===== config.mk =====
export PLATFORM = sky130hd
export DESIGN_NAME = multicycle_ctrl_flat
export DESIGN_NICKNAME = d
export VERILOG_FILES = /design/src/rtl/multicycle_ctrl_if.sv /design/src/rtl/multicycle_ctrl.sv /design/src/flat_wrapper.sv
export SDC_FILE = /design/constraint.sdc
export NUM_CORES = 1
export LEC_CHECK = 0
export ABC_CLOCK_PERIOD_IN_PS = 2900
export BUFFER_PORTS_ARGS = -buffer_cell sky130_fd_sc_hd__buf_2
export CORE_ASPECT_RATIO = 1.2
export CORE_MARGIN = 4
export CORE_UTILIZATION = 53
export DETAILED_ROUTE_END_ITERATION = 16
export PLACE_DENSITY = 0.78
export SLEW_MARGIN = 15
export SYNTH_ARGS = -nofsm -noshare
export SYNTH_HDL_FRONTEND = slang
export SYNTH_SLANG_ARGS = --single-unit
export TNS_END_PERCENT = 20

===== constraint.sdc =====
create_clock -name clock -period 2.9 [get_ports clock]
set_input_delay 0.145 -clock clock [delete_from_list [all_inputs] [get_ports clock]]
set_output_delay 0.145 -clock clock [all_outputs]
set_load 0.02 [all_outputs]

===== src/rtl/multicycle_ctrl_if.sv =====
// ---------------------------------------------------------------------------
// multicycle_ctrl_if
// Memory handshake bundle between the multi-cycle control FSM and the
// instruction/data memories.
//   imem_req    controller -> imem   instruction fetch request
//   imem_valid  imem -> controller   fetch data valid
//   dmem_req    controller -> dmem   data access request
//   dmem_we     controller -> dmem   1 = store, 0 = load (qualified by dmem_req)
//   dmem_valid  dmem -> controller   data access complete
// master: the controller side; slave: the memory side.
// ---------------------------------------------------------------------------
interface multicycle_ctrl_if;
    logic imem_req;
    logic imem_valid;
    logic dmem_req;
    logic dmem_we;
    logic dmem_valid;

    modport master (
        output imem_req,
        output dmem_req,
        output dmem_we,
        input  imem_valid,
        input  dmem_valid
    );

    modport slave (
        input  imem_req,
        input  dmem_req,
        input  dmem_we,
        output imem_valid,
        output dmem_valid
    );
endinterface


===== src/rtl/multicycle_ctrl.sv =====
// ---------------------------------------------------------------------------
// multicycle_ctrl
// Main control FSM of the multi-cycle RV32I core. Walks each instruction
// through FETCH / DECODE / EXEC / MEM / WB, drives all datapath strobes and
// mux selects, runs the imem/dmem handshakes, counts retired instructions
// and parks in HALT on a fault.
// Ports:
//   clock, reset   core clock; synchronous active-high reset
//   opcode,funct3  IR fields, valid from DECODE onward
//   br_taken       branch comparator result, used in EXEC
//   mem            memory handshake bundle (master side)
//   ir_we, pc_we, rf_we            datapath write strobes
//   pc_sel, wb_sel, alu_a_sel, alu_b_sel   datapath mux selects
//   state          current FSM state encoding
//   fault_code     0 none, 1 illegal, 2 dmem timeout, 3 ECALL/EBREAK
//   instret        retired-instruction count (wraps)
// ---------------------------------------------------------------------------
module multicycle_ctrl #(
    parameter int CNT_W       = 32,
    parameter int MEM_TIMEOUT = 255
) (
    input  logic                 clock,
    input  logic                 reset,
    input  logic [6:0]           opcode,
    input  logic [2:0]           funct3,
    input  logic                 br_taken,
    multicycle_ctrl_if.master    mem,
    output logic                 ir_we,
    output logic                 pc_we,
    output logic [1:0]           pc_sel,
    output logic                 rf_we,
    output logic [1:0]           wb_sel,
    output logic                 alu_a_sel,
    output logic                 alu_b_sel,
    output logic [2:0]           state,
    output logic [1:0]           fault_code,
    output logic [CNT_W-1:0]     instret
);

    localparam int WAIT_W = $clog2(MEM_TIMEOUT + 1);
    localparam logic [WAIT_W-1:0] WAIT_LAST = WAIT_W'(MEM_TIMEOUT - 1);

    typedef enum logic [2:0] {
        S_FETCH  = 3'd0,
        S_DECODE = 3'd1,
        S_EXEC   = 3'd2,
        S_MEM    = 3'd3,
        S_WB     = 3'd4,
        S_HALT   = 3'd5
    } state_t;

    typedef enum logic [3:0] {
        CL_OP, CL_OPIMM, CL_LOAD, CL_STORE, CL_BRANCH, CL_JAL, CL_JALR,
        CL_LUI, CL_AUIPC, CL_FENCE, CL_SYSTEM, CL_ILLEGAL
    } class_t;

    state_t              state_q, state_d;
    class_t              class_q, class_d;
    logic [1:0]          fault_q, fault_d;
    logic [WAIT_W-1:0]   wait_q, wait_d;
    logic [CNT_W-1:0]    instret_q;
    logic                retire;
    logic                cls_a_sel, cls_b_sel;

    // Instruction class from the raw IR fields; only captured in DECODE.
    always_comb begin
        class_d = CL_ILLEGAL;
        case (opcode)
            7'b0110011: class_d = CL_OP;
            7'b0010011: class_d = CL_OPIMM;
            7'b0000011: class_d = (funct3 == 3'd3 || funct3 == 3'd6 || funct3 == 3'd7)
                                  ? CL_ILLEGAL : CL_LOAD;
            7'b0100011: class_d = (funct3 > 3'd2) ? CL_ILLEGAL : CL_STORE;
            7'b1100011: class_d = CL_BRANCH;
            7'b1101111: class_d = CL_JAL;
            7'b1100111: class_d = CL_JALR;
            7'b0110111: class_d = CL_LUI;
            7'b0010111: class_d = CL_AUIPC;
            7'b0001111: class_d = CL_FENCE;
            7'b1110011: class_d = CL_SYSTEM;
            default:    class_d = CL_ILLEGAL;
        endcase
    end

    // State, latched class, fault, dmem wait counter and retire counter.
    always_ff @(posedge clock) begin
        if (reset) begin
            state_q   <= S_FETCH;
            class_q   <= CL_OP;
            fault_q   <= 2'd0;
            wait_q    <= '0;
            instret_q <= '0;
        end else begin
            state_q <= state_d;
            fault_q <= fault_d;
            wait_q  <= wait_d;
            if (state_q == S_DECODE) begin
                class_q <= class_d;
            end
            if (retire) begin
                instret_q <= instret_q + CNT_W'(1);
            end
        end
    end

    // Next-state logic. The wait counter only runs in MEM and is cleared
    // everywhere else, so each memory access starts its budget from zero.
    always_comb begin
        state_d = state_q;
        fault_d = fault_q;
        wait_d  = '0;
        case (state_q)
            S_FETCH: begin
                if (mem.imem_valid) begin
                    state_d = S_DECODE;
                end
            end
            S_DECODE: begin
                case (class_d)
                    CL_ILLEGAL: begin
                        state_d = S_HALT;
                        fault_d = 2'd1;
                    end
                    CL_SYSTEM: begin
                        state_d = S_HALT;
                        fault_d = 2'd3;
                    end
                    default: state_d = S_EXEC;
                endcase
            end
            S_EXEC: begin
                case (class_q)
                    CL_BRANCH:         state_d = S_FETCH;
                    CL_LOAD, CL_STORE: state_d = S_MEM;
                    default:           state_d = S_WB;
                endcase
            end
            S_MEM: begin
                if (mem.dmem_valid) begin
                    state_d = (class_q == CL_STORE) ? S_FETCH : S_WB;
                end else if (wait_q == WAIT_LAST) begin
                    state_d = S_HALT;
                    fault_d = 2'd2;
                end else begin
                    wait_d = wait_q + WAIT_W'(1);
                end
            end
            S_WB:    state_d = S_FETCH;
            default: state_d = S_HALT;
        endcase
    end

    // ALU operand selects implied by the latched class.
    always_comb begin
        cls_a_sel = 1'b0;
        cls_b_sel = 1'b0;
        case (class_q)
            CL_OP: begin
                cls_a_sel = 1'b0;
                cls_b_sel = 1'b0;
            end
            CL_OPIMM, CL_LOAD, CL_STORE, CL_JALR: begin
                cls_a_sel = 1'b0;
                cls_b_sel = 1'b1;
            end
            CL_AUIPC, CL_JAL, CL_BRANCH: begin
                cls_a_sel = 1'b1;
                cls_b_sel = 1'b1;
            end
            default: begin
                cls_a_sel = 1'b0;
                cls_b_sel = 1'b0;
            end
        endcase
    end

    // Output decode from state and class. Everything is forced low while
    // reset is asserted so that a reset landing mid-instruction never lets
    // a write strobe or memory request escape in the reset cycle.
    always_comb begin
        mem.imem_req = 1'b0;
        mem.dmem_req = 1'b0;
        mem.dmem_we  = 1'b0;
        ir_we        = 1'b0;
        pc_we        = 1'b0;
        pc_sel       = 2'd0;
        rf_we        = 1'b0;
        wb_sel       = 2'd0;
        alu_a_sel    = 1'b0;
        alu_b_sel    = 1'b0;
        retire       = 1'b0;
        if (!reset) begin
            case (state_q)
                S_FETCH: begin
                    mem.imem_req = 1'b1;
                    ir_we        = mem.imem_valid;
                end
                S_EXEC: begin
                    alu_a_sel = cls_a_sel;
                    alu_b_sel = cls_b_sel;
                    if (class_q == CL_BRANCH) begin
                        pc_we  = 1'b1;
                        pc_sel = br_taken ? 2'd1 : 2'd0;
                        retire = 1'b1;
                    end
                end
                S_MEM: begin
                    alu_a_sel    = cls_a_sel;
                    alu_b_sel    = cls_b_sel;
                    mem.dmem_req = 1'b1;
                    mem.dmem_we  = (class_q == CL_STORE);
                    if (mem.dmem_valid && class_q == CL_STORE) begin
                        pc_we  = 1'b1;
                        retire = 1'b1;
                    end
                end
                S_WB: begin
                    alu_a_sel = cls_a_sel;
                    alu_b_sel = cls_b_sel;
                    rf_we     = 1'b1;
                    pc_we     = 1'b1;
                    retire    = 1'b1;
                    case (class_q)
                        CL_LOAD: wb_sel = 2'd1;
                        CL_LUI:  wb_sel = 2'd3;
                        CL_JAL: begin
                            wb_sel = 2'd2;
                            pc_sel = 2'd1;
                        end
                        CL_JALR: begin
                            wb_sel = 2'd2;
                            pc_sel = 2'd2;
                        end
                        default: wb_sel = 2'd0;
                    endcase
                end
                default: ;
            endcase
        end
    end

    assign state      = state_q;
    assign fault_code = fault_q;
    assign instret    = instret_q;

endmodule


===== src/flat_wrapper.sv =====
// flat-port wrapper written by rule: the top's interface ports become plain ports
module multicycle_ctrl_flat 
#(
    parameter int CNT_W       = 32,
    parameter int MEM_TIMEOUT = 255
)
  (clock, reset, opcode, funct3, br_taken, ir_we, pc_we, pc_sel, rf_we, wb_sel, alu_a_sel, alu_b_sel, state, fault_code, instret, mem_imem_req, mem_dmem_req, mem_dmem_we, mem_imem_valid, mem_dmem_valid);
  multicycle_ctrl_if mem_i ();
  input  logic clock;
  input  logic reset;
  input  logic [6:0] opcode;
  input  logic [2:0] funct3;
  input  logic br_taken;
  output logic ir_we;
  output logic pc_we;
  output logic [1:0] pc_sel;
  output logic rf_we;
  output logic [1:0] wb_sel;
  output logic alu_a_sel;
  output logic alu_b_sel;
  output logic [2:0] state;
  output logic [1:0] fault_code;
  output logic [CNT_W-1:0] instret;
  output wire logic [$bits(mem_i.imem_req)-1:0] mem_imem_req;
  output wire logic [$bits(mem_i.dmem_req)-1:0] mem_dmem_req;
  output wire logic [$bits(mem_i.dmem_we)-1:0] mem_dmem_we;
  input wire logic [$bits(mem_i.imem_valid)-1:0] mem_imem_valid;
  input wire logic [$bits(mem_i.dmem_valid)-1:0] mem_dmem_valid;
  assign mem_imem_req = mem_i.imem_req;
  assign mem_dmem_req = mem_i.dmem_req;
  assign mem_dmem_we = mem_i.dmem_we;
  assign mem_i.imem_valid = mem_imem_valid;
  assign mem_i.dmem_valid = mem_dmem_valid;
  multicycle_ctrl #(.CNT_W(CNT_W), .MEM_TIMEOUT(MEM_TIMEOUT)) u_core (.clock(clock), .reset(reset), .opcode(opcode), .funct3(funct3), .br_taken(br_taken), .mem(mem_i), .ir_we(ir_we), .pc_we(pc_we), .pc_sel(pc_sel), .rf_we(rf_we), .wb_sel(wb_sel), .alu_a_sel(alu_a_sel), .alu_b_sel(alu_b_sel), .state(state), .fault_code(fault_code), .instret(instret));
endmodule

**Word level (Yosys, flattened, before mapping)**

Memories as Yosys holds them, arrays and structs flattened. A register that Yosys moved wholly into a read port is not among the register bits.
Cells that the tools add are included.

- Register bits after elaboration: 49
- ROM bits: 32
- Output and inout port bits: 49
- Memories kept: 1

Memory list:

| name | words | bits a word | read ports | clocked after Yosys merged registers in | wr ports | line | source |
|---|---|---|---|---|---|---|---|
| (no name shown) | 16 | 2 | 1 | 1 | 0 | multicycle_ctrl.sv:157 | `case (class_q)` |

- $add $sub $neg: 2
- Order comparisons: 1
- Eq/ne operators: 32
- Multiplexer cells: 42
- Bitwise operators: 1
- Reduce and logical (&&, ||, !) cells: 12

Operator list:

| operator | number |
|---|---|
| $pmux 4 s11 | 1 |
| $add 32x1->32 const B | 1 |
| $eq 7x7->1 const B | 4 |
| $eq 7x6->1 const B | 3 |
| $mux 1 | 18 |
| $eq 4x3->1 const B | 4 |
| $mux 4 | 4 |
| $pmux 2 s2 | 4 |
| $mux 3 | 5 |
| $pmux 3 s5 | 1 |
| $eq 7x5->1 const B | 2 |
| $mux 2 | 6 |
| $eq 3x2->1 const B | 3 |
| $eq 3x3->1 const B | 3 |
| $add 8x1->8 const B | 1 |
| $eq 4x2->1 const B | 2 |
| $eq 4x4->1 const B | 2 |
| $eq 8x8->1 const B | 1 |
| $eq 7x2->1 const B | 1 |
| $eq 7x4->1 const B | 1 |
| $pmux 2 s3 | 1 |
| $pmux 3 s2 | 1 |
| $reduce_or 2->1 | 3 |
| $ne 2x2->1 const B | 2 |
| other kinds (15) | 16 |

**Depth between registers and ports, before layout**

- Depth after elaboration: 9
- Mapped depth: 8
- Mapped depth without buffers: 6

**Least setup slack after synthesis**

OpenSTA, ideal clock, no wires.

- Path kind: reg-to-reg
- From: register u_core.state_q[2] (netlist: u_core.state[2])
- To: register u_core.instret_q[29] (netlist: u_core.instret[29])
- Library setup time: 0.071 ns
- Arrival: 2.259 ns
- Required time: 2.829 ns
- Path slack: 0.570 ns
- Cell stages (with the launch flop): 9
- Cells stage by stage: dfxtp_1 > buf_2 > nor2b_1 > a31oi_1 > o22a_4 > or4_4 > buf_6 > or3_1 > a21oi_1

- Word-level cells in the longest chain between the ends: 3

RTL lines:

| item | line | source |
|---|---|---|
| start: declaration | multicycle_ctrl.sv:57 | `state_t state_q, state_d;` |
| start signal: assignment | multicycle_ctrl.sv:94 | `state_q <= state_d;` |
| $eq 3x3->1 / $eq 3x2->1 (equally long branches) | multicycle_ctrl.sv:193 | `case (state_q)` |
| $pmux 1 s3 * | multicycle_ctrl.sv:193 |  |
| $mux 1 * | multicycle_ctrl.sv:192 | `if (!reset) begin` |
| end signal: assignment | multicycle_ctrl.sv:101 | `instret_q <= instret_q + CNT_W'(1);` |
| end: declaration | multicycle_ctrl.sv:61 | `logic [CNT_W-1:0] instret_q;` |

Mark *: on every way between the ends. The rest lies on a longest branch, timed or not.
A chain may end at the register's enable or synchronous reset.

**Final worst setup path**

- From: register u_core.state_q[1] (netlist: u_core.state[1])
- To: register u_core.instret_q[31] (netlist: u_core.instret[31])

Same word-level chain as after synthesis.

==> key figures <==
Drt
  • 1st-iter DRT viols: 135
  • Total Routed Length: 6300 um
  • DRC violations left: 0
  • Pre-Repair DR Iteration Count: 4
  • Routed Antenna Nets: 0
  • Vias per inst: 5.71
  • Drt wl/cell: 13.4 um
  • Vias post-DR: 2690

Setup path
  • WP data required: 3.14 ns
  • FF-to-FF Start: u_core.state[1]
  • Reg2Reg Depth: 6
  • Worst path max stage delay: 0.61 ns
  • Crit Reg-Reg Endpoint: u_core.instret[31]
  • Critical Path Start Type: flop
  • Arrival time worst endpoint: 2.83 ns
  • Worst-path fanout max: 17
  • Kind of critical path: reg -> reg
  • R2R setup slack: 0.31 ns
  • Critical Path, Cell by Cell: nor2b_1, nand2_1, o22a_4, or4_4, or4_1, a21oi_1
  • Setup crit end kind: flop
  • Critical path's slowest cell: or4_4

Clocking
  • Number of post-CTS setup repair buffers: 0
  • CTS tree: built
  • Clock transition at path regs: 0.09 ns
  • # resized after CTS: 0
  • Clock Latency Late Sink: 0.30 ns
  • Root Driver: clkbuf_8
  • Clock buffer depth: 2
  • Level count of the clock H-tree: 2
  • CTS Hold Bufs: 0
  • Clock Sinks: 51
  • CTS buffer count: 5

Logic synthesis
  • Area leader, netlist: dfxtp_1
  • Number of synthesized flops with an enable pin: 0
  • Synthesized Nets: 376
  • Syn_area_per_cell: 7.92 um2
  • Post-synth ARST share: 0
  • Post-Syn Instances: 358
  • Ys flop type: dfxtp_1
  • Cell variety after synth: 52
  • Flops & latches, synth: 51
  • Post-synthesis sequential area ratio: 0.360
  • Most area-consuming cells after synthesis: dfxtp_1 36%, a21oi_1 5.6%, xnor2_1 5.3%, nor2_1 5.2%, nand2_1 3.8%
  • Ys Warns: 0
  • Post-synth top area share: 0.360
  • Cell Area, Synth: 0.00284 mm2

Outcome
  • Status: complete, no violations

GRT
  • Largest net degree at the start of global routing: 32
  • Vias in the first global route: 2502
  • Remaining Overflow, GRT: 0
  • First-pass GRT wire length: 11000 um
  • Antenna violations before repair: 0
  • Total GRT Usage: 0.207

Placed design
  • Hpwl dp: 4620 um
  • Worst slack at placement: 0.367 ns
  • Placed inst area: 0.00315 mm2
  • Buffers added on ports: 63
  • # placed instances: 463
  • Gpl congestion: 0.855

Floorplan
  • Die width: 74.8 um
  • Initial core utilization: 0.562
  • Die Y: 88.1 um
  • I/O pin total: 64
  • Die ar.: 0.00659 mm2
  • CORE AREA: 0.00504 mm2
  • Rows: 28

Timing
  • Pins Over Slew Limit: 0
  • Period utilization: 0.894
  • # setup viols final: 0
  • Sum Neg Setup Slack: 0 ns
  • Final hold vios: 0
  • Crit path setup slack, layout: 0.306 ns
  • Post-layout min period: 2.59 ns
  • Hold_ws: 0.254 ns
  • Max Clock Freq: 386 MHz
  • Slew headroom: 0.630
  • Measured slew at the worst slew-check pin: 0.554 ns
  • Worst Clk Skew: 0.00967 ns
  • RSZ-0062 raised after global routing: no

Worst hold path
  • Hold EP: u_core.state[1]
  • Hold Crit Class: in -> reg
  • Hold path startpoint: mem_dmem_valid
  • Hold Path Depth: 3

Power and ir drop
  • Sw Ratio: 0.286
  • Sw Pwr: 0.452 mW
  • Tot Pwr: 1.58 mW
  • VDD IR-drop max: 0.287 mV
  • Cell internal pwr: 1.13 mW
  • Sequential Power Share: 0.495
  • Logic pwr share: 0.175
  • Power Density: 484 mW/mm2
  • Clk network pwr share: 0.329
  • Leak Pwr: 1.25 nW

Job
  • Max cap viols: 0

Final layout
  • Fin util: 0.648
  • Most common cell after layout, fill and taps aside: buf_2
  • Fin cells: 471
  • Layout area overhead: 15.2%
  • Number of nets in the layout: 428
  • FILL cells: 480
  • Most frequent cells in the layout: 63 x buf_2, 51 x dfxtp_1, 39 x nor2_1
  • Antenna cell count: 0
  • Share of cells above drive strength 1: 0.202
  • Final Instance Area: 0.00327 mm2
## cell families (layout without fill, tap and decap cells)
logic type,Yosys count,in the layout,synth area share
AOI/OAI and AO/OA,71,71,0.150
xor gates and xnor gates,25,25,0.0772
adders and majority gates,3,3,0.0132
buffers and inverters,29,82,0.0455
DFF,51,51,0.360
muxes,2,2,0.00750
and+or+nand+nor,177,177,0.347
## layer usage
layer	routed length (um)	vias up	track usage
met5	0	-	0
met4	99	0	0.0647
met3	378	8	0.0402
met2	3090	74	0.357
met1	2740	1219	0.256
li1	-	1389	-
## power groups by stage
stage          combinational [mW]  clock, mW  sequential (mW)
3_5_place_dp                0.276          0            0.798
4_1_cts                     0.278      0.536            0.781
2_1_floorplan               0.209          0            0.784
3_3_place_gp                0.271          0            0.794
6_report                    0.277      0.520            0.783
5_1_grt                     0.308      0.569            0.791
## final cells by class
cell class                      count  area, um2  share of cell area
Sequential cell                    51       1020               0.313
Tap cell                           60       75.1              0.0230
Clock buffer                        6       82.6              0.0253
Multi-Input combinational cell    278       1690               0.516
Timing Repair Buffer               65        330               0.101
Inverter                            9       33.8              0.0103
Clock inverter                      2       38.8              0.0119
## synth_stat cells, types with 3 or more instances
master	count
dfxtp_1	51
nor3_1	9
and2_1	7
clkbuf_1	12
nor4_1	13
xor2_1	8
ha_1	3
and3_1	7
a21oi_1	32
nand3_1	14
o21ai_0	20
inv_1	9
and4_1	9
nand2_1	29
buf_2	4
xnor2_1	17
nor2b_1	4
nand4_1	9
nor2_1	39
nand2b_1	6
or3_1	14
## worst max-delay path by stage
stage | slack (ns) | cells past startpoint | endpoint | start
6_report | 0.31 | 6 | u_core.instret[31] | u_core.state[1]
2_1_floorplan | 0.57 | 8 | u_core.instret[29] | u_core.state[2]
4_1_cts | 0.31 | 6 | u_core.instret[31] | u_core.state[1]
3_3_place_gp | 0.48 | 6 | u_core.instret[31] | u_core.state[1]
5_1_grt | 0.16 | 6 | u_core.instret[31] | u_core.state[1]
3_5_place_dp | 0.37 | 6 | u_core.instret[31] | u_core.state[1]
## flip-flops by register name, summed over array words and instances, names as in the netlist
name / flops
u_core.instret: 32
u_core.wait_q: 8
u_core.class_q: 4
u_core.state: 3
u_core.fault_code: 2
u_core.cls_a_sel: 1
u_core.cls_b_sel: 1
## critical path, delay by kind of cell (launching register included)
kind             cells  cell delay, ns
flip-flops           1            0.56
AND/OR/NAND/NOR      4            1.49
AO/OA/AOI/OAI        2            0.48
(Power assumes the default switching activity.)
